$ cat src/rtl/bats_pkg.sv
// Shared definitions for the BATS PITCH UDP payload packer.
// Holds the packed word geometry and the frame-tracking FSM state type.
package bats_pkg;

  localparam int unsigned WordWidth = 64;
  localparam int unsigned Lanes     = 8;
  // Wide enough to count lanes 0..Lanes.
  localparam int unsigned CntWidth  = $clog2(Lanes + 1);

  typedef enum logic [0:0] {
    StInHdr,
    StInBody
  } frame_state_e;

endpackage

$ cat src/rtl/udp_payload_packer.sv
// Packs a byte stream of UDP payload (BATS PITCH frames) into 64-bit words for the parser.
// Byte k of a word lands in out_bytes[63-8k:56-8k] with enable bit 7-k set; a word is emitted
// after 8 bytes or on the frame's last byte. Also tracks frame length from the 2-byte
// little-endian header and counts frames and length mismatches.
//
// Ports:
//   Clk40, reset           clock, synchronous active-high reset
//   in_byte/in_valid/in_last/in_ready   byte input stream with handshake
//   out_bytes/out_byte_enables/out_data_valid/out_ready   word output with handshake
//   frame_count            completed frames (wraps)
//   len_err_count          length mismatches (saturates)
//   len_err                one-cycle pulse per length mismatch
module udp_payload_packer
  import bats_pkg::*;
(
  input  logic                 Clk40,
  input  logic                 reset,
  input  logic [7:0]           in_byte,
  input  logic                 in_valid,
  input  logic                 in_last,
  output logic                 in_ready,
  output logic [WordWidth-1:0] out_bytes,
  output logic [Lanes-1:0]     out_byte_enables,
  output logic                 out_data_valid,
  input  logic                 out_ready,
  output logic [31:0]          frame_count,
  output logic [15:0]          len_err_count,
  output logic                 len_err
);

  // Accumulator: collects bytes; acc_done_q marks a completed word waiting for the output reg.
  logic [WordWidth-1:0] acc_data_q, acc_data_d;
  logic [Lanes-1:0]     acc_en_q, acc_en_d;
  logic [CntWidth-1:0]  acc_cnt_q, acc_cnt_d;
  logic                 acc_done_q, acc_done_d;

  // Output register.
  logic [WordWidth-1:0] out_data_q, out_data_d;
  logic [Lanes-1:0]     out_en_q, out_en_d;
  logic                 out_valid_q, out_valid_d;

  // Frame tracking.
  frame_state_e state_q, state_d;
  logic [15:0]  hdr_len_q, hdr_len_d;
  logic [15:0]  byte_cnt_q, byte_cnt_d;
  logic [31:0]  frame_count_q, frame_count_d;
  logic [15:0]  len_err_count_q, len_err_count_d;
  logic         len_err_q;

  logic                 out_free;
  logic                 in_ready_c;
  logic                 accept;
  logic                 drain;
  logic                 complete;
  logic [WordWidth-1:0] base_data, merged_data;
  logic [Lanes-1:0]     base_en, merged_en;
  logic [CntWidth-1:0]  base_cnt;
  logic [15:0]          frame_len;
  logic [15:0]          frame_total;
  logic                 mismatch;

  // Datapath: accumulator and output register next state.
  always_comb begin
    out_free   = !out_valid_q || out_ready;
    in_ready_c = !reset && !(acc_done_q && !out_free);
    accept     = in_valid && in_ready_c;
    // A completed word moves into the output register as soon as it frees up.
    drain      = acc_done_q && out_free;

    base_data = drain ? '0 : acc_data_q;
    base_en   = drain ? '0 : acc_en_q;
    base_cnt  = drain ? '0 : acc_cnt_q;

    merged_data = base_data;
    merged_en   = base_en;
    for (int unsigned l = 0; l < Lanes; l++) begin
      if (CntWidth'(l) == base_cnt) begin
        merged_data[8*(Lanes-1-l) +: 8] = in_byte;
        merged_en[Lanes-1-l]            = 1'b1;
      end
    end

    complete = accept && (in_last || (base_cnt == CntWidth'(Lanes - 1)));

    acc_data_d  = acc_data_q;
    acc_en_d    = acc_en_q;
    acc_cnt_d   = acc_cnt_q;
    acc_done_d  = acc_done_q;
    out_data_d  = out_data_q;
    out_en_d    = out_en_q;
    out_valid_d = out_valid_q;

    if (out_valid_q && out_ready) begin
      out_valid_d = 1'b0;
    end

    if (drain) begin
      out_data_d  = acc_data_q;
      out_en_d    = acc_en_q;
      out_valid_d = 1'b1;
      acc_data_d  = '0;
      acc_en_d    = '0;
      acc_cnt_d   = '0;
      acc_done_d  = 1'b0;
    end

    if (accept) begin
      if (complete) begin
        if (out_free && !drain) begin
          // Output slot free: completed word goes straight out (1-cycle latency).
          out_data_d  = merged_data;
          out_en_d    = merged_en;
          out_valid_d = 1'b1;
          acc_data_d  = '0;
          acc_en_d    = '0;
          acc_cnt_d   = '0;
          acc_done_d  = 1'b0;
        end else begin
          // Output busy: park the completed word in the accumulator.
          acc_data_d = merged_data;
          acc_en_d   = merged_en;
          acc_cnt_d  = '0;
          acc_done_d = 1'b1;
        end
      end else begin
        acc_data_d = merged_data;
        acc_en_d   = merged_en;
        acc_cnt_d  = base_cnt + CntWidth'(1);
        acc_done_d = 1'b0;
      end
    end
  end

  // Frame FSM next state.
  always_comb begin
    state_d = state_q;
    unique case (state_q)
      StInHdr: begin
        if (accept && !in_last && (byte_cnt_q == 16'd1)) begin
          state_d = StInBody;
        end
      end
      StInBody: begin
        if (accept && in_last) begin
          state_d = StInHdr;
        end
      end
      default: state_d = StInHdr;
    endcase
  end

  // Length tracking and counters.
  always_comb begin
    hdr_len_d       = hdr_len_q;
    byte_cnt_d      = byte_cnt_q;
    frame_count_d   = frame_count_q;
    len_err_count_d = len_err_count_q;

    // When byte 1 is itself the last byte, the upper length byte is still on the bus.
    frame_len   = ((state_q == StInHdr) && (byte_cnt_q == 16'd1)) ?
                  {in_byte, hdr_len_q[7:0]} : hdr_len_q;
    frame_total = byte_cnt_q + 16'd1;
    mismatch    = accept && in_last &&
                  (((state_q == StInHdr) && (byte_cnt_q == 16'd0)) || (frame_total != frame_len));

    if (accept) begin
      if (state_q == StInHdr) begin
        if (byte_cnt_q == 16'd0) begin
          hdr_len_d[7:0] = in_byte;
        end else if (byte_cnt_q == 16'd1) begin
          hdr_len_d[15:8] = in_byte;
        end
      end
      if (in_last) begin
        byte_cnt_d    = '0;
        frame_count_d = frame_count_q + 32'd1;
      end else begin
        byte_cnt_d = frame_total;
      end
    end

    if (mismatch && (len_err_count_q != 16'hFFFF)) begin
      len_err_count_d = len_err_count_q + 16'd1;
    end
  end

  always_ff @(posedge Clk40) begin
    if (reset) begin
      acc_data_q      <= '0;
      acc_en_q        <= '0;
      acc_cnt_q       <= '0;
      acc_done_q      <= 1'b0;
      out_data_q      <= '0;
      out_en_q        <= '0;
      out_valid_q     <= 1'b0;
      state_q         <= StInHdr;
      hdr_len_q       <= '0;
      byte_cnt_q      <= '0;
      frame_count_q   <= '0;
      len_err_count_q <= '0;
      len_err_q       <= 1'b0;
    end else begin
      acc_data_q      <= acc_data_d;
      acc_en_q        <= acc_en_d;
      acc_cnt_q       <= acc_cnt_d;
      acc_done_q      <= acc_done_d;
      out_data_q      <= out_data_d;
      out_en_q        <= out_en_d;
      out_valid_q     <= out_valid_d;
      state_q         <= state_d;
      hdr_len_q       <= hdr_len_d;
      byte_cnt_q      <= byte_cnt_d;
      frame_count_q   <= frame_count_d;
      len_err_count_q <= len_err_count_d;
      len_err_q       <= mismatch;
    end
  end

  assign in_ready         = in_ready_c;
  assign out_bytes        = out_data_q;
  assign out_byte_enables = out_en_q;
  assign out_data_valid   = out_valid_q;
  assign frame_count      = frame_count_q;
  assign len_err_count    = len_err_count_q;
  assign len_err          = len_err_q;

endmodule
$ cat config.mk
export PLATFORM = sky130hd
export DESIGN_NAME = udp_payload_packer
export DESIGN_NICKNAME = d
export VERILOG_FILES = /design/src/rtl/bats_pkg.sv /design/src/rtl/udp_payload_packer.sv
export SDC_FILE = /design/constraint.sdc
export NUM_CORES = 1
export LEC_CHECK = 0
export ABC_AREA = 0
export BUFFER_PORTS_ARGS = -buffer_cell sky130_fd_sc_hd__buf_4
export CORE_MARGIN = 2
export CORE_UTILIZATION = 64
export CTS_BUF_LIST = sky130_fd_sc_hd__clkbuf_4
export DETAILED_ROUTE_END_ITERATION = 6
export GPL_TIMING_DRIVEN = 0
export PLACE_DENSITY = 0.87
export SYNTH_ARGS = -nofsm -noshare
export SYNTH_HDL_FRONTEND = slang
export SYNTH_SLANG_ARGS = --single-unit
$ cat constraint.sdc
create_clock -name Clk40 -period 5.6 [get_ports Clk40]
set_input_delay 1.12 -clock Clk40 [delete_from_list [all_inputs] [get_ports Clk40]]
set_output_delay 1.12 -clock Clk40 [all_outputs]
set_load 0.005 [all_outputs]
# Word level (Yosys, flattened, before mapping)
# Index checks and enable logic that the tools add are counted.
[totals] input_bits=13 register_bits=232
[classes] n_bitwise=2 n_mux=49 n_eq_ne=11 addsub=4 n_reduce_logical=29
[op_table] op="$mux W64" count=8
[op_table] op="$mux W8" count=16
[op_table] op="$add A16 B1 Y16 const B" count=2
[op_table] op="$add A32 B1 Y32 const B" count=1
[op_table] op="$mux W16" count=2
[op_table] op="$mux W1" count=19
[op_table] op="$eq A16 B1 Y1 const B" count=1
[op_table] op="$eq A3 B4 Y1 const A" count=4
[op_table] op="$logic_not A16 Y1" count=1
[op_table] op="$ne A16 B16 Y1" count=1
[op_table] op="$ne A16 B16 Y1 const B" count=1
[op_table] op="$logic_and A1 B1 Y1" count=14
[op_table] op="$mux W4" count=3
[op_table] op="$eq A2 B4 Y1 const A" count=2
[op_table] op="$logic_not A1 Y1" count=6
[op_table] op="$add A4 B1 Y4 const B" count=1
[op_table] op="$eq A1 B4 Y1 const A" count=1
[op_table] op="$eq A4 B3 Y1 const B" count=1
[op_table] op="$logic_not A4 Y1" count=1
[op_table] op="$reduce_and A4 Y1" count=1
[op_table] op="$logic_or A1 B1 Y1" count=3
[op_table] op="$reduce_and A3 Y1" count=1
[op_table] op="$not A1 Y1" count=2
[op_table] op="$pmux W1 S2" count=1
[op_table] op="2 further kinds" count=2

# Longest topological paths before layout
# Gate-level depths: netlist of the first run.
[depth] depth_word=11 depth_mapped=16 mapped_depth_nobuf=12

# Worst setup path before layout of the first run
# OpenSTA, ideal clock, no wires.
[synth_path] path_type="input to register" start="input port out_ready" end="register acc_data_q[34]" setup_ns=0.128 arrival_time_ns=3.906 path_buffers=6 path_stages=15 path_slack_ns=1.566 t_required_ns=5.472 path_cell_list="nor2b_1 buf_2 nand2b_1 clkbuf_1 clkbuf_1 nand2_1 inv_1 ha_1 and3_1 o21ai_1 nor3_2 clkbuf_1 clkbuf_1 buf_1 nor2_1"
[synth_via] elab_chain_len=9 word_cells_on_any_way=19
[synth_rtl] element="start, declared" line_no="udp_payload_packer.sv:25" text="input logic out_ready,"
[synth_rtl] element="$logic_or A1 B1 Y1 *" line_no="udp_payload_packer.sv:64" text="out_free = !out_valid_q || out_ready;"
[synth_rtl] element="branches (longest 7 deep; another with $mux W64)"
[synth_rtl] element="$mux W64 *" line_no="udp_payload_packer.sv:107" text="if (accept) begin"
[synth_rtl] element="end signal, assigned" line_no="udp_payload_packer.sv:203" text="acc_data_q <= acc_data_d;"
[synth_rtl] element="end, declared" line_no="udp_payload_packer.sv:32" text="logic [WordWidth-1:0] acc_data_q, acc_data_d;"
# Mark *: on every way between the ends.
# A chain may end at the register's enable or synchronous reset.

# Worst setup path in the final report of the first run
# Ends and elaborated chain as after synthesis.

==> report_table.html, run 1 <==
<table>
<tr><th>Metric</th><th>Value</th></tr>
<tr><th colspan="2">Timing</th></tr>
<tr><td>Final setup violation count</td><td>0</td></tr>
<tr><td>Final hold viol count</td><td>0</td></tr>
<tr><td>Sum of negative setup slack</td><td>0 ps</td></tr>
<tr><td>Fin. max-slew vios</td><td>0</td></tr>
<tr><td>Final cycle utilization of the critical path</td><td>0.847</td></tr>
<tr><td>Timing-limited maximum frequency</td><td>0.211 GHz</td></tr>
<tr><td>Worst hold slack</td><td>462 ps</td></tr>
<tr><td>Slew HR</td><td>0.239</td></tr>
<tr><td>Clock period minus final worst setup slack</td><td>4740 ps</td></tr>
<tr><td>Worst Tran Pin Value</td><td>between 1000 and 1500 ps</td></tr>
<tr><td>RSZ-0062 raised after global routing</td><td>no</td></tr>
<tr><td>Fin worst setup slack</td><td>855 ps</td></tr>
<tr><td>Final Skew</td><td>56.0 ps</td></tr>
<tr><th colspan="2">Clock network</th></tr>
<tr><td>TritonCTS clock tree</td><td>done</td></tr>
<tr><td>Clk sink count</td><td>~230</td></tr>
<tr><td>CTS max path bufs</td><td>3</td></tr>
<tr><td>Number of instances resized during post-cts repair</td><td>0</td></tr>
<tr><td>Clk Latency, worst-skew pair</td><td>710 ps</td></tr>
<tr><td>Post-CTS setup buffer count</td><td>0</td></tr>
<tr><td>Total number of H-tree levels</td><td>2</td></tr>
<tr><td>Num CTS Buffers</td><td>56</td></tr>
<tr><td>Library cell used as clock root buffer</td><td>clkbuf_4</td></tr>
<tr><td>Clock-pin slew on the worst setup and hold paths</td><td>roughly 70 ps</td></tr>
<tr><td>CTS Hold Bufs</td><td>0</td></tr>
<tr><th colspan="2">Setup path</th></tr>
<tr><td>Flop-to-flop setup slack</td><td>1030 ps</td></tr>
<tr><td>End of the critical path</td><td>acc_data_q[34]</td></tr>
<tr><td>Category of cells accounting for the largest share of critical-path delay</td><td>buffers and inverters</td></tr>
<tr><td>Ordered cell list for the critical path</td><td>buf_4 &gt; nor2b_1 &gt; buf_2 &gt; nand2b_1 &gt; clkbuf_1 &gt; clkbuf_1 &gt; nand2_1 &gt; inv_1 &gt; ha_1 &gt; and3_1 &gt; o21ai_1 &gt; nor3_2 &gt; clkbuf_1 &gt; clkbuf_1 &gt; buf_1 &gt; nor2_1</td></tr>
<tr><td>Worst-path maximum fanout</td><td>10</td></tr>
<tr><td>Critical path startpoint</td><td>out_ready</td></tr>
<tr><td>Critical path depth</td><td>16</td></tr>
<tr><td>R2r worst-path depth</td><td>15</td></tr>
<tr><td>FF-to-FF Start</td><td>out_data_valid</td></tr>
<tr><td>Kind of start point of the critical path</td><td>input port</td></tr>
<tr><td>Stage delay of the slowest cell on the critical path</td><td>490 ps</td></tr>
<tr><td>Critical Path Most Common Cell</td><td>clkbuf_1</td></tr>
<tr><td>Total buffers and inverters traversed by the critical path</td><td>8</td></tr>
<tr><td>Reg2Reg Capture Point</td><td>acc_data_q[34]</td></tr>
<tr><td>Category of the worst setup path capture point</td><td>flip-flop</td></tr>
<tr><td>Crit path required time</td><td>roughly 6000 ps</td></tr>
<tr><td>Cell with the largest stage delay on the worst path</td><td>buf_1</td></tr>
<tr><td>Worst endpoint data arrival time</td><td>5280 ps</td></tr>
<tr><td>Worst Setup Path Type</td><td>in -&gt; reg</td></tr>
<tr><th colspan="2">Synthesis</th></tr>
<tr><td>Number of nets in the synthesized netlist</td><td>1169</td></tr>
<tr><td>Sequential cell area fraction in the yosys report</td><td>0.467</td></tr>
<tr><td>Library cells used by synthesis</td><td>67</td></tr>
<tr><td>Main synth FF type</td><td>dfxtp_1</td></tr>
<tr><td>Share of flip-flops with an asynchronous set or reset</td><td>0</td></tr>
<tr><td>Mapped Cells</td><td>roughly 1100</td></tr>
<tr><td>Count of yosys warnings during synthesis</td><td>0</td></tr>
<tr><td>Cell area after technology mapping</td><td>between 9000 and 10000 um2</td></tr>
<tr><td>Syn_area_per_cell</td><td>roughly 8.7 um2</td></tr>
<tr><td>Number of enable-type register cells in the synthesized netlist</td><td>0</td></tr>
<tr><td>FF+latch count, synth</td><td>between 200 and 250</td></tr>
<tr><th colspan="2">Power and ir drop</th></tr>
<tr><td>Worst supply voltage drop on vdd</td><td>0.254 mV</td></tr>
<tr><td>Logic gate share of total power</td><td>0.065</td></tr>
<tr><td>Overall Power</td><td>approximately 3.2 mW</td></tr>
<tr><td>Power share of the clock group</td><td>0.409</td></tr>
<tr><td>Sw frac</td><td>0.261</td></tr>
<tr><td>Sequential cell fraction of total power</td><td>0.526</td></tr>
<tr><td>Switching pwr</td><td>837 uW</td></tr>
<tr><td>Power per Cell Area</td><td>272 nW/um2</td></tr>
<tr><td>Cell internal pwr</td><td>approximately 2.4 mW</td></tr>
<tr><td>Leakage</td><td>4.67 nW</td></tr>
<tr><th colspan="2">Global routing</th></tr>
<tr><td>M3 GR Usage</td><td>0.0541</td></tr>
<tr><td>GR Util All Layers</td><td>0.352</td></tr>
<tr><td>Most crowded layer after global routing</td><td>met2</td></tr>
<tr><td>Congestion Overflow GR</td><td>0</td></tr>
<tr><td>Largest net degree at the start of global routing</td><td>16</td></tr>
<tr><td>Number of antenna violations at the first check in global routing</td><td>1</td></tr>
<tr><td>Met1 Usage GRT</td><td>0.473</td></tr>
<tr><td>Vias in the first global route</td><td>between 9000 and 10000</td></tr>
<tr><td>Global-route wire length before repair</td><td>around 47000 um</td></tr>
<tr><td>Met2 Usage GRT</td><td>0.572</td></tr>
<tr><th colspan="2">Job</th></tr>
<tr><td>Max Cap Viol</td><td>0</td></tr>
<tr><th colspan="2">Floorplan</th></tr>
<tr><td>Die Footprint</td><td>16600 um2</td></tr>
<tr><td>Starting density of the core</td><td>0.655</td></tr>
<tr><td>Number of rows in the core area</td><td>45</td></tr>
<tr><td>Count of pins on the block boundary</td><td>136</td></tr>
<tr><td>Floorplan die width</td><td>129 um</td></tr>
<tr><td>Total core area</td><td>15200 um2</td></tr>
<tr><td>Y dimension of the die</td><td>129 um</td></tr>
<tr><th colspan="2">Status</th></tr>
<tr><td>Status</td><td>finished, violations left</td></tr>
<tr><td>Violated checks</td><td>DRC</td></tr>
<tr><th colspan="2">Min path</th></tr>
<tr><td>Launch instance of the worst min-delay path</td><td>acc_en_q[0]</td></tr>
<tr><td>Min-Delay Path Class</td><td>reg -&gt; reg</td></tr>
<tr><th colspan="2">Routing</th></tr>
<tr><td>Remaining antenna violation count after routing</td><td>0</td></tr>
<tr><td>Routed via count divided by cell count</td><td>6.41</td></tr>
<tr><td>Residual DRC count</td><td>12</td></tr>
<tr><td>Wire length after detailed routing</td><td>29900 um</td></tr>
<tr><td>Number of vias after detailed routing</td><td>9983</td></tr>
<tr><td>TritonRoute pass-1 iters</td><td>7</td></tr>
<tr><td>DRC violation total after the first TritonRoute iteration</td><td>1627</td></tr>
<tr><td>Detail-routed net length per standard cell</td><td>19.2 um</td></tr>
<tr><th colspan="2">Placement</th></tr>
<tr><td>Pre-CTS worst setup slack</td><td>325 ps</td></tr>
<tr><td>Buffers on Ports</td><td>126</td></tr>
<tr><td>Global placer's final weighted congestion</td><td>0.939</td></tr>
<tr><td>Post-placement cell count</td><td>1461</td></tr>
<tr><td>Post-detail-place hpwl</td><td>20300 um</td></tr>
<tr><th colspan="2">Finish</th></tr>
<tr><td>Area grow syn2layout</td><td>18.5%</td></tr>
<tr><td>Share of layout cells above drive strength 1</td><td>0.178</td></tr>
<tr><td>Final Instance Count excl. Fillers</td><td>roughly 1600</td></tr>
<tr><td>Net count, final</td><td>1353</td></tr>
</table>
registers in the layout, summed over array words and instances, names as in the netlist:
signal and flops:
acc_data_q 64, out_bytes 64, frame_count 32, byte_cnt_q 16, hdr_len_q 16, len_err_count 16, acc_en_q 8, out_byte_enables 8
acc_cnt_q 4, acc_done_q 1, len_err 1, out_data_valid 1, state_q 1
per-stage QoR:
step / cell area [um2] / utilization
floorplan: 9950 / -
global placement: 11100 / 0.733
detailed placement: 11100 / 0.733
CTS: 11800 / 0.776
global route: 11800 / 0.776
finish: 11800 / 0.776
layout by cell type, fill, tap and decap left out, types with 12 or more instances in the layout:
cell,netlist,layout
a22oi_1,29,29
nand3_1,68,68
and3_1,24,24
buf_4,0,126
inv_1,26,26
clkinv_1,0,13
a21oi_1,77,77
a222oi_1,56,56
o21ai_0,26,26
nor2_1,189,189
mux2i_1,19,19
xor2_1,24,24
xnor2_1,23,23
nand4_1,12,12
nor3_1,28,28
clkbuf_4,0,78
dfxtp_1,232,232
clkbuf_1,62,62
nand2_1,99,99
cells by family after synthesis:
kind of cell / count (synthesis) / synth area share
simple gates: 478 / 0.226
flops: 232 / 0.467
compound gates: 255 / 0.187
buf+inv: 104 / 0.0429
xor+xnor: 48 / 0.0436
mux: 21 / 0.0221
fa+ha+maj: 9 / 0.0113
power by group through the flow:
stage	logic, mW	clock network (mW)	registers (mW)
2_1_floorplan	0.121	0	1.72
4_1_cts	0.202	1.31	1.68
3_3_place_gp	0.196	0	1.72
3_5_place_dp	0.201	0	1.72
5_1_grt	0.222	1.40	1.69
6_report	0.209	1.31	1.69
cell type report:
| type | instances | area [um2] |
|---|---|---|
| clock inverter | 17 | 70.1 |
| clock buffer | 78 | 586 |
| multi-input combinational | 811 | 4880 |
| timing repair buffer | 126 | 946 |
| buffer | 78 | 329 |
| fill | 1103 | 3410 |
| tap | 188 | 235 |
| antenna | 1 | 2.50 |
| inverter | 26 | 97.6 |
| sequential | 232 | 4640 |
tightest hold or removal path, delay by kind of cell (launching register included):
kind	cells	cell delay, ps
flip-flops	1	310
AND/OR/NAND/NOR	1	50
AO/OA/AOI/OAI	1	70
Yosys cell counts, drive strengths merged, types with 4 or more instances:
cell type / n / area (um2)
nor3: 31 / 170
o21ai: 37 / 204
a211oi: 4 / 35.0
xnor2: 23 / 201
and2: 5 / 31.3
a21oi: 79 / 403
nor4: 6 / 67.6
or3: 6 / 37.5
dfxtp: 232 / 4640
nor2b: 10 / 62.6
ha: 9 / 113
clkbuf: 62 / 233
nand2: 100 / 378
mux2i: 19 / 190
nor2: 190 / 716
a222oi: 56 / 561
o31ai: 5 / 37.5
inv: 26 / 97.6
buf: 16 / 96.3
a22oi: 29 / 218
o22ai: 8 / 50.1
nand3: 69 / 350
and3: 24 / 150
a22o: 5 / 43.8
xor2: 24 / 210
nor3b: 4 / 35.0
and4: 5 / 43.8
or4: 5 / 37.5
a221oi: 8 / 70.1
nand4: 14 / 100
per-layer routing:
metal,vias up,wire (um)
met2,665,13700
met4,0,1010
met3,106,3390
met1,4660,11800
li1,4552,-
met5,-,0
how the worst min path moves through the flow:
stage                     cells past startpoint                   to  slack, ps
after floorplan                               2          acc_en_q[2]        440
after global placement                        2          acc_en_q[2]        440
after detailed placement                      2          acc_en_q[3]        460
after CTS                                     2  out_byte_enables[0]        450
after global routing                          2       acc_data_q[26]        480
final                                         2  out_byte_enables[0]        460
Note: power is estimated with default switching activity, not from simulation.
==> run 2, diff against run 1 <==
CORE_UTILIZATION = 60   (was 64)
PLACE_DENSITY = 0.83   (was 0.87)
clock period = 4.9 ns   (was 5.6 ns; I/O delays follow)
==> report_table.html, run 2 (same netlist as run 1, synthesis figures left out) <==
<table>
<tr><th>Metric</th><th>Value</th></tr>
<tr><th colspan="2">Routing</th></tr>
<tr><td>Routed via count divided by cell count</td><td>6.25 (was 6.41)</td></tr>
<tr><td>TritonRoute pass-1 iters</td><td>7 (unchanged)</td></tr>
<tr><td>Wire length after detailed routing</td><td>29900 um (about the same)</td></tr>
<tr><td>Remaining antenna violation count after routing</td><td>0 (unchanged)</td></tr>
<tr><td>Residual DRC count</td><td>4 (was 12)</td></tr>
<tr><td>Number of vias after detailed routing</td><td>9894 (was 9983)</td></tr>
<tr><td>DRC violation total after the first TritonRoute iteration</td><td>1444 (was 1627)</td></tr>
<tr><td>Detail-routed net length per standard cell</td><td>18.9 um (was 19.2 um)</td></tr>
<tr><th colspan="2">Setup path</th></tr>
<tr><td>Reg2Reg Capture Point</td><td>acc_data_q[7] (was acc_data_q[34])</td></tr>
<tr><td>End of the critical path</td><td>acc_data_q[7] (was acc_data_q[34])</td></tr>
<tr><td>Stage delay of the slowest cell on the critical path</td><td>480 ps (was 490 ps)</td></tr>
<tr><td>Ordered cell list for the critical path</td><td>buf_4 &gt; nor2b_1 &gt; buf_2 &gt; nand2b_1 &gt; clkbuf_1 &gt; clkbuf_1 &gt; nand2_1 &gt; inv_1 &gt; ha_1 &gt; and3_1 &gt; o21ai_1 &gt; nor3_2 &gt; clkbuf_1 &gt; clkbuf_1 &gt; buf_1 &gt; a21oi_1 (was buf_4 &gt; nor2b_1 &gt; buf_2 &gt; nand2b_1 &gt; clkbuf_1 &gt; clkbuf_1 &gt; nand2_1 &gt; inv_1 &gt; ha_1 &gt; and3_1 &gt; o21ai_1 &gt; nor3_2 &gt; clkbuf_1 &gt; clkbuf_1 &gt; buf_1 &gt; nor2_1)</td></tr>
<tr><td>FF-to-FF Start</td><td>out_data_valid (unchanged)</td></tr>
<tr><td>Cell with the largest stage delay on the worst path</td><td>buf_1 (unchanged)</td></tr>
<tr><td>Kind of start point of the critical path</td><td>input port (unchanged)</td></tr>
<tr><td>Category of the worst setup path capture point</td><td>flip-flop (unchanged)</td></tr>
<tr><td>Flop-to-flop setup slack</td><td>390 ps (was 1030 ps)</td></tr>
<tr><td>R2r worst-path depth</td><td>15 (unchanged)</td></tr>
<tr><td>Worst endpoint data arrival time</td><td>5130 ps (was 5280 ps)</td></tr>
<tr><td>Critical path startpoint</td><td>out_ready (unchanged)</td></tr>
<tr><td>Worst-path maximum fanout</td><td>10 (unchanged)</td></tr>
<tr><td>Worst Setup Path Type</td><td>in -&gt; reg (unchanged)</td></tr>
<tr><td>Crit path required time</td><td>5450 ps (was 6130 ps)</td></tr>
<tr><td>Critical Path Most Common Cell</td><td>clkbuf_1 (unchanged)</td></tr>
<tr><th colspan="2">Timing</th></tr>
<tr><td>Clock period minus final worst setup slack</td><td>4570 ps</td></tr>
<tr><td>Slew HR</td><td>0.200 (was 0.239)</td></tr>
<tr><td>Final cycle utilization of the critical path</td><td>0.933</td></tr>
<tr><td>Final Skew</td><td>32.6 ps (was 56.0 ps)</td></tr>
<tr><td>Worst Tran Pin Value</td><td>1190 ps (was 1130 ps)</td></tr>
<tr><td>Sum of negative setup slack</td><td>0 ps (unchanged)</td></tr>
<tr><td>Final setup violation count</td><td>0 (unchanged)</td></tr>
<tr><td>Final hold viol count</td><td>0 (unchanged)</td></tr>
<tr><td>RSZ-0062 raised after global routing</td><td>no (unchanged)</td></tr>
<tr><td>Timing-limited maximum frequency</td><td>0.219 GHz</td></tr>
<tr><td>Fin. max-slew vios</td><td>0 (unchanged)</td></tr>
<tr><th colspan="2">Clock network</th></tr>
<tr><td>Clk Latency, worst-skew pair</td><td>700 ps (was 710 ps)</td></tr>
<tr><td>Number of instances resized during post-cts repair</td><td>0 (unchanged)</td></tr>
<tr><td>Clk sink count</td><td>232 (unchanged)</td></tr>
<tr><td>Library cell used as clock root buffer</td><td>clkbuf_4 (unchanged)</td></tr>
<tr><td>Clock-pin slew on the worst setup and hold paths</td><td>70 ps (about the same)</td></tr>
<tr><td>Post-CTS setup buffer count</td><td>0 (unchanged)</td></tr>
<tr><td>Num CTS Buffers</td><td>57 (was 56)</td></tr>
<tr><td>CTS max path bufs</td><td>3 (unchanged)</td></tr>
<tr><td>CTS Hold Bufs</td><td>0 (unchanged)</td></tr>
<tr><td>TritonCTS clock tree</td><td>done (unchanged)</td></tr>
<tr><td>Total number of H-tree levels</td><td>2 (unchanged)</td></tr>
<tr><th colspan="2">Power and ir drop</th></tr>
<tr><td>Leakage</td><td>4.66 nW (was 4.67 nW)</td></tr>
<tr><td>Power per Cell Area</td><td>311 nW/um2 (was 272 nW/um2)</td></tr>
<tr><td>Worst supply voltage drop on vdd</td><td>0.214 mV (was 0.254 mV)</td></tr>
<tr><td>Overall Power</td><td>3.67 mW (was 3.21 mW)</td></tr>
<tr><th colspan="2">Global routing</th></tr>
<tr><td>Vias in the first global route</td><td>9220 (was 9219)</td></tr>
<tr><td>Congestion Overflow GR</td><td>0 (unchanged)</td></tr>
<tr><td>Number of antenna violations at the first check in global routing</td><td>1 (unchanged)</td></tr>
<tr><td>GR Util All Layers</td><td>0.331 (was 0.352)</td></tr>
<tr><td>Global-route wire length before repair</td><td>47000 um (was 46700 um)</td></tr>
<tr><td>Largest net degree at the start of global routing</td><td>17 (was 16)</td></tr>
<tr><th colspan="2">Finish</th></tr>
<tr><td>Share of layout cells above drive strength 1</td><td>0.181 (was 0.178)</td></tr>
<tr><td>Post-route cell area</td><td>11800 um2 (about the same)</td></tr>
<tr><td>Net count, final</td><td>1354 (was 1353)</td></tr>
<tr><td>Final Instance Count excl. Fillers</td><td>1582 (was 1557)</td></tr>
<tr><td>Area grow syn2layout</td><td>18.7% (was 18.5%)</td></tr>
<tr><td>Most frequent standard cell in the layout excluding fill and tap cells</td><td>dfxtp_1 (unchanged)</td></tr>
<tr><td>Commonest non-fill, non-tap cells in the layout</td><td>dfxtp_1 (232), nor2_1 (189), buf_4 (126) (unchanged)</td></tr>
<tr><th colspan="2">Floorplan</th></tr>
<tr><td>Floorplan die width</td><td>133 um (was 129 um)</td></tr>
<tr><td>Number of rows in the core area</td><td>47 (was 45)</td></tr>
<tr><td>Y dimension of the die</td><td>133 um (was 129 um)</td></tr>
<tr><td>Total core area</td><td>16400 um2 (was 15200 um2)</td></tr>
<tr><td>Count of pins on the block boundary</td><td>136 (unchanged)</td></tr>
<tr><td>Die Footprint</td><td>17600 um2 (was 16600 um2)</td></tr>
<tr><td>Starting density of the core</td><td>0.607 (was 0.655)</td></tr>
<tr><th colspan="2">Placement</th></tr>
<tr><td>Cell area after placement</td><td>11200 um2 (was 11100 um2)</td></tr>
<tr><td>Global placer's final weighted congestion</td><td>0.923 (was 0.939)</td></tr>
<tr><td>Post-placement cell count</td><td>1493 (was 1461)</td></tr>
<tr><td>Buffers on Ports</td><td>126 (unchanged)</td></tr>
<tr><td>Post-detail-place hpwl</td><td>20000 um (was 20300 um)</td></tr>
<tr><th colspan="2">Min path</th></tr>
<tr><td>Min-Delay Path Class</td><td>reg -&gt; reg (unchanged)</td></tr>
<tr><th colspan="2">Job</th></tr>
<tr><td>Max Cap Viol</td><td>0 (unchanged)</td></tr>
<tr><th colspan="2">Status</th></tr>
<tr><td>Status</td><td>finished, violations left (unchanged)</td></tr>
<tr><td>Violated checks</td><td>DRC (unchanged)</td></tr>
</table>
[run 2: how the worst min path moves through the flow]
| stage | startpoint | to | slack, ps | depth (start not counted) |
|---|---|---|---|---|
| 2_1_floorplan | acc_en_q[2] | acc_en_q[2] | 440 | 2 |
| 3_3_place_gp | acc_en_q[2] | acc_en_q[2] | 440 | 2 |
| 3_5_place_dp | acc_en_q[3] | acc_en_q[3] | 450 | 2 |
| 4_1_cts | acc_en_q[3] | acc_en_q[3] | 460 | 2 |
| 5_1_grt | acc_data_q[11] | acc_data_q[11] | 480 | 2 |
| 6_report | acc_en_q[3] | acc_en_q[3] | 460 | 2 |
[run 2: area by class of cell]
class	count	area [um2]
Multi-Input combinational cell	811	4880
Sequential cell	232	4640
Fill cell	1314	4590
Timing Repair Buffer	126	946
Clock buffer	79	593
Buffer	78	330
Tap cell	220	275
Inverter	26	97.6
Clock inverter	9	47.5
Antenna cell	1	2.50
[run 2: stage by stage]
| step | hold slack [ps] | utilization | setup slack (ps) |
|---|---|---|---|
| 2_1_floorplan | 436 | - | 1010 |
| 3_3_place_gp | 443 | 0.681 | -212 |
| 3_5_place_dp | 450 | 0.681 | -230 |
| 4_1_cts | 459 | 0.720 | 468 |
| 5_1_grt | 482 | 0.720 | 5.21 |
| 6_report | 461 | 0.720 | 327 |
[run 2: report_power, final]
| part | total (mW) | switching [mW] | internal, mW |
|---|---|---|---|
| Combinational | 0.242 | 0.175 | 0.0669 |
| Clock | 1.50 | 0.770 | 0.735 |
| Sequential | 1.93 | 0.0167 | 1.91 |
| Total | 3.67 | 0.961 | 2.71 |
[run 2: layer usage]
layer,GRT usage,part of all wire,vias to the layer above
met4,0.136,0.036,0
met3,0.0709,0.12,96
met5,0.0111,0,-
li1,-,-,4549
met2,0.534,0.45,610
met1,0.431,0.39,4639
[run 2: worst max-delay path, delay by kind of cell]
kind | cells | cell delay [ps]
buf+inv | 8 | 2550
fa+ha+maj | 1 | 240
simple gates | 5 | 1080
compound gates | 2 | 250
==> run 3, diff against run 2 <==
CORE_ASPECT_RATIO = 1.1   (was default)
CTS_CLUSTER_DIAMETER = 100   (was default)
==> report_table.html, run 3 (same netlist as run 1, synthesis figures left out) <==
<table>
<tr><th>Metric</th><th>Value</th></tr>
<tr><th colspan="2">Clock network</th></tr>
<tr><td>Clk Latency, worst-skew pair</td><td>680 ps (was 700 ps)</td></tr>
<tr><td>TritonCTS clock tree</td><td>done (unchanged)</td></tr>
<tr><td>Library cell used as clock root buffer</td><td>clkbuf_4 (unchanged)</td></tr>
<tr><td>Number of instances resized during post-cts repair</td><td>0 (unchanged)</td></tr>
<tr><td>Clk sink count</td><td>232 (unchanged)</td></tr>
<tr><td>Post-CTS setup buffer count</td><td>0 (unchanged)</td></tr>
<tr><td>Clock-pin slew on the worst setup and hold paths</td><td>70 ps (about the same)</td></tr>
<tr><td>Total number of H-tree levels</td><td>2 (unchanged)</td></tr>
<tr><td>CTS max path bufs</td><td>3 (unchanged)</td></tr>
<tr><td>Num CTS Buffers</td><td>57 (unchanged)</td></tr>
<tr><td>CTS Hold Bufs</td><td>0 (unchanged)</td></tr>
<tr><th colspan="2">Setup path</th></tr>
<tr><td>Crit path required time</td><td>5430 ps (was 5450 ps)</td></tr>
<tr><td>Category of cells accounting for the largest share of critical-path delay</td><td>buffers and inverters (unchanged)</td></tr>
<tr><td>Category of the worst setup path capture point</td><td>flip-flop (unchanged)</td></tr>
<tr><td>Ordered cell list for the critical path</td><td>buf_4 &gt; nor2b_1 &gt; buf_2 &gt; nand2b_1 &gt; clkbuf_1 &gt; clkbuf_1 &gt; nand2_1 &gt; inv_1 &gt; ha_1 &gt; and3_1 &gt; o21ai_1 &gt; nor3_2 &gt; clkbuf_1 &gt; clkbuf_1 &gt; buf_1 &gt; a21oi_1 (unchanged)</td></tr>
<tr><td>Flop-to-flop setup slack</td><td>250 ps (was 390 ps)</td></tr>
<tr><td>R2r worst-path depth</td><td>15 (unchanged)</td></tr>
<tr><td>Kind of start point of the critical path</td><td>input port (unchanged)</td></tr>
<tr><td>Critical path depth</td><td>16 (unchanged)</td></tr>
<tr><td>Worst endpoint data arrival time</td><td>5200 ps (was 5130 ps)</td></tr>
<tr><td>Worst Setup Path Type</td><td>in -&gt; reg (unchanged)</td></tr>
<tr><td>Stage delay of the slowest cell on the critical path</td><td>500 ps (was 480 ps)</td></tr>
<tr><td>Worst-path maximum fanout</td><td>10 (unchanged)</td></tr>
<tr><td>FF-to-FF Start</td><td>out_data_valid (unchanged)</td></tr>
<tr><td>Critical Path Most Common Cell</td><td>clkbuf_1 (unchanged)</td></tr>
<tr><td>Reg2Reg Capture Point</td><td>acc_data_q[7] (unchanged)</td></tr>
<tr><td>Total buffers and inverters traversed by the critical path</td><td>8 (unchanged)</td></tr>
<tr><td>Cell with the largest stage delay on the worst path</td><td>buf_1 (unchanged)</td></tr>
<tr><th colspan="2">Routing</th></tr>
<tr><td>Number of vias after detailed routing</td><td>9734 (was 9894)</td></tr>
<tr><td>Wire length after detailed routing</td><td>29300 um (was 29900 um)</td></tr>
<tr><td>Remaining antenna violation count after routing</td><td>0 (unchanged)</td></tr>
<tr><td>Detail-routed net length per standard cell</td><td>18.6 um (was 18.9 um)</td></tr>
<tr><td>TritonRoute pass-1 iters</td><td>7 (unchanged)</td></tr>
<tr><td>Routed via count divided by cell count</td><td>6.19 (was 6.25)</td></tr>
<tr><td>DRC violation total after the first TritonRoute iteration</td><td>1178 (was 1444)</td></tr>
<tr><td>Residual DRC count</td><td>4 (unchanged)</td></tr>
<tr><th colspan="2">Floorplan</th></tr>
<tr><td>Y dimension of the die</td><td>139 um (was 133 um)</td></tr>
<tr><td>Floorplan die width</td><td>127 um (was 133 um)</td></tr>
<tr><td>Total core area</td><td>16300 um2 (was 16400 um2)</td></tr>
<tr><td>Number of rows in the core area</td><td>49 (was 47)</td></tr>
<tr><td>Die Footprint</td><td>17600 um2 (about the same)</td></tr>
<tr><td>Starting density of the core</td><td>0.610 (was 0.607)</td></tr>
<tr><td>Count of pins on the block boundary</td><td>136 (unchanged)</td></tr>
<tr><th colspan="2">Finish</th></tr>
<tr><td>Fill cell total of the finished layout</td><td>1343 (was 1314)</td></tr>
<tr><td>Post-route cell area</td><td>11800 um2 (about the same)</td></tr>
<tr><td>Core occupancy in the finished layout</td><td>0.724 (was 0.720)</td></tr>
<tr><td>Most frequent standard cell in the layout excluding fill and tap cells</td><td>dfxtp_1 (unchanged)</td></tr>
<tr><td>Commonest non-fill, non-tap cells in the layout</td><td>dfxtp_1 (232), nor2_1 (189), buf_4 (126) (unchanged)</td></tr>
<tr><td>Share of layout cells above drive strength 1</td><td>0.175 (was 0.181)</td></tr>
<tr><td>Area grow syn2layout</td><td>18.6% (was 18.7%)</td></tr>
<tr><td>Net count, final</td><td>1354 (unchanged)</td></tr>
<tr><th colspan="2">Global routing</th></tr>
<tr><td>Largest net degree at the start of global routing</td><td>16 (was 17)</td></tr>
<tr><td>Global-route wire length before repair</td><td>46100 um (was 47000 um)</td></tr>
<tr><td>GR Util All Layers</td><td>0.321 (was 0.331)</td></tr>
<tr><td>Congestion Overflow GR</td><td>0 (unchanged)</td></tr>
<tr><td>Vias in the first global route</td><td>9157 (was 9220)</td></tr>
<tr><td>Number of antenna violations at the first check in global routing</td><td>1 (unchanged)</td></tr>
<tr><th colspan="2">Timing</th></tr>
<tr><td>Final Skew</td><td>30.9 ps (was 32.6 ps)</td></tr>
<tr><td>Final setup violation count</td><td>0 (unchanged)</td></tr>
<tr><td>RSZ-0062 raised after global routing</td><td>no (unchanged)</td></tr>
<tr><td>Clock period minus final worst setup slack</td><td>4670 ps (was 4570 ps)</td></tr>
<tr><td>Final hold viol count</td><td>0 (unchanged)</td></tr>
<tr><td>Timing-limited maximum frequency</td><td>0.214 GHz (was 0.219 GHz)</td></tr>
<tr><td>Worst Tran Pin Value</td><td>1070 ps (was 1190 ps)</td></tr>
<tr><td>Final cycle utilization of the critical path</td><td>0.953 (was 0.933)</td></tr>
<tr><td>Slew HR</td><td>0.281 (was 0.200)</td></tr>
<tr><td>Fin. max-slew vios</td><td>0 (unchanged)</td></tr>
<tr><th colspan="2">Power and ir drop</th></tr>
<tr><td>Power share of the clock group</td><td>0.405 (was 0.410)</td></tr>
<tr><td>Logic gate share of total power</td><td>0.064 (was 0.066)</td></tr>
<tr><td>Leakage</td><td>4.66 nW (about the same)</td></tr>
<tr><td>Sequential cell fraction of total power</td><td>0.531 (was 0.524)</td></tr>
<tr><td>Overall Power</td><td>3.63 mW (was 3.67 mW)</td></tr>
<tr><td>Sw frac</td><td>0.261 (was 0.262)</td></tr>
<tr><td>Power per Cell Area</td><td>308 nW/um2 (was 311 nW/um2)</td></tr>
<tr><td>Switching pwr</td><td>946 uW (was 961 uW)</td></tr>
<tr><td>Worst supply voltage drop on vdd</td><td>0.247 mV (was 0.214 mV)</td></tr>
<tr><td>Cell internal pwr</td><td>2.68 mW (was 2.71 mW)</td></tr>
<tr><th colspan="2">Status</th></tr>
<tr><td>Status</td><td>finished, violations left (unchanged)</td></tr>
<tr><td>Violated checks</td><td>DRC (unchanged)</td></tr>
<tr><th colspan="2">Min path</th></tr>
<tr><td>Min-Delay Path Class</td><td>reg -&gt; reg (unchanged)</td></tr>
<tr><td>Count of cells along the worst hold path</td><td>2 (unchanged)</td></tr>
<tr><td>Worst hold endpoint</td><td>out_bytes[15] (was acc_en_q[3])</td></tr>
<tr><td>Launch instance of the worst min-delay path</td><td>acc_data_q[15] (was acc_en_q[3])</td></tr>
<tr><th colspan="2">Placement</th></tr>
<tr><td>Global placer's final weighted congestion</td><td>0.988 (was 0.923)</td></tr>
<tr><td>Post-detail-place hpwl</td><td>20200 um (was 20000 um)</td></tr>
<tr><td>Cell area after placement</td><td>11200 um2 (about the same)</td></tr>
<tr><td>Buffers on Ports</td><td>126 (unchanged)</td></tr>
<tr><th colspan="2">Job</th></tr>
<tr><td>Max Cap Viol</td><td>0 (unchanged)</td></tr>
</table>
run 3: changes by cell type in the layout (fill, tap and decap cells not counted), sizes merged:
| cell | previous run | this run |
|---|---|---|
| clkinv | 8 | 19 |
| clkbuf | 142 | 137 |
| buf | 141 | 142 |
run 3: worst max-delay path by stage:
stage	to	slack [ps]	start
after floorplan	acc_data_q[34]	1010	out_ready
after global placement	acc_data_q[0]	-210	out_ready
after detailed placement	acc_data_q[6]	-280	out_ready
after CTS	acc_data_q[7]	410	out_data_valid
after global routing	acc_data_q[9]	30	out_data_valid
final	acc_data_q[7]	230	out_ready
run 3: final cells by class:
type	count	area (um2)	share of cell area
Inverter	26	97.6	0.00827
Multi-Input combinational cell	811	4880	0.414
Sequential cell	232	4640	0.393
Clock inverter	20	82.6	0.00700
Clock buffer	75	563	0.0477
Buffer	78	329	0.0279
Tap cell	204	255	0.0216
Timing Repair Buffer	126	946	0.0801
Antenna cell	1	2.50	0.000212
run 3: through the flow:
| step | hold slack, ps | setup WS, ps | cells | TNS [ps] |
|---|---|---|---|---|
| CTS | 463 | 407 | 1572 | 0 |
| global route | 485 | 25.6 | 1573 | 0 |
| finish | 464 | 229 | 1573 | 0 |
| global placement | 443 | -209 | 1477 | -9050 |
| floorplan | 436 | 1010 | 1147 | 0 |
| detailed placement | 457 | -275 | 1477 | -11960 |
run 3: worst min-delay path, cell delays in order (launching register included):
cell and delay [ps]:
dfxtp_1 310, inv_1 50, a221oi_1 60
run 3: routing by layer:
| layer | vias to the layer above | global-route usage | share of wire |
|---|---|---|---|
| met2 | 527 | 0.533 | 0.47 |
| met4 | 0 | 0.144 | 0.036 |
| li1 | 4550 | - | - |
| met1 | 4583 | 0.403 | 0.40 |
| met3 | 74 | 0.0660 | 0.091 |
| met5 | - | 0 | 0 |
run 3: power groups by stage:
| stage | combinational, mW | sequential [mW] | clock [mW] |
|---|---|---|---|
| finish | 0.233 | 1.93 | 1.47 |
| global route | 0.250 | 1.93 | 1.58 |
| CTS | 0.228 | 1.93 | 1.49 |
| detailed placement | 0.226 | 1.97 | 0 |
| global placement | 0.223 | 1.97 | 0 |
| floorplan | 0.138 | 1.96 | 0 |
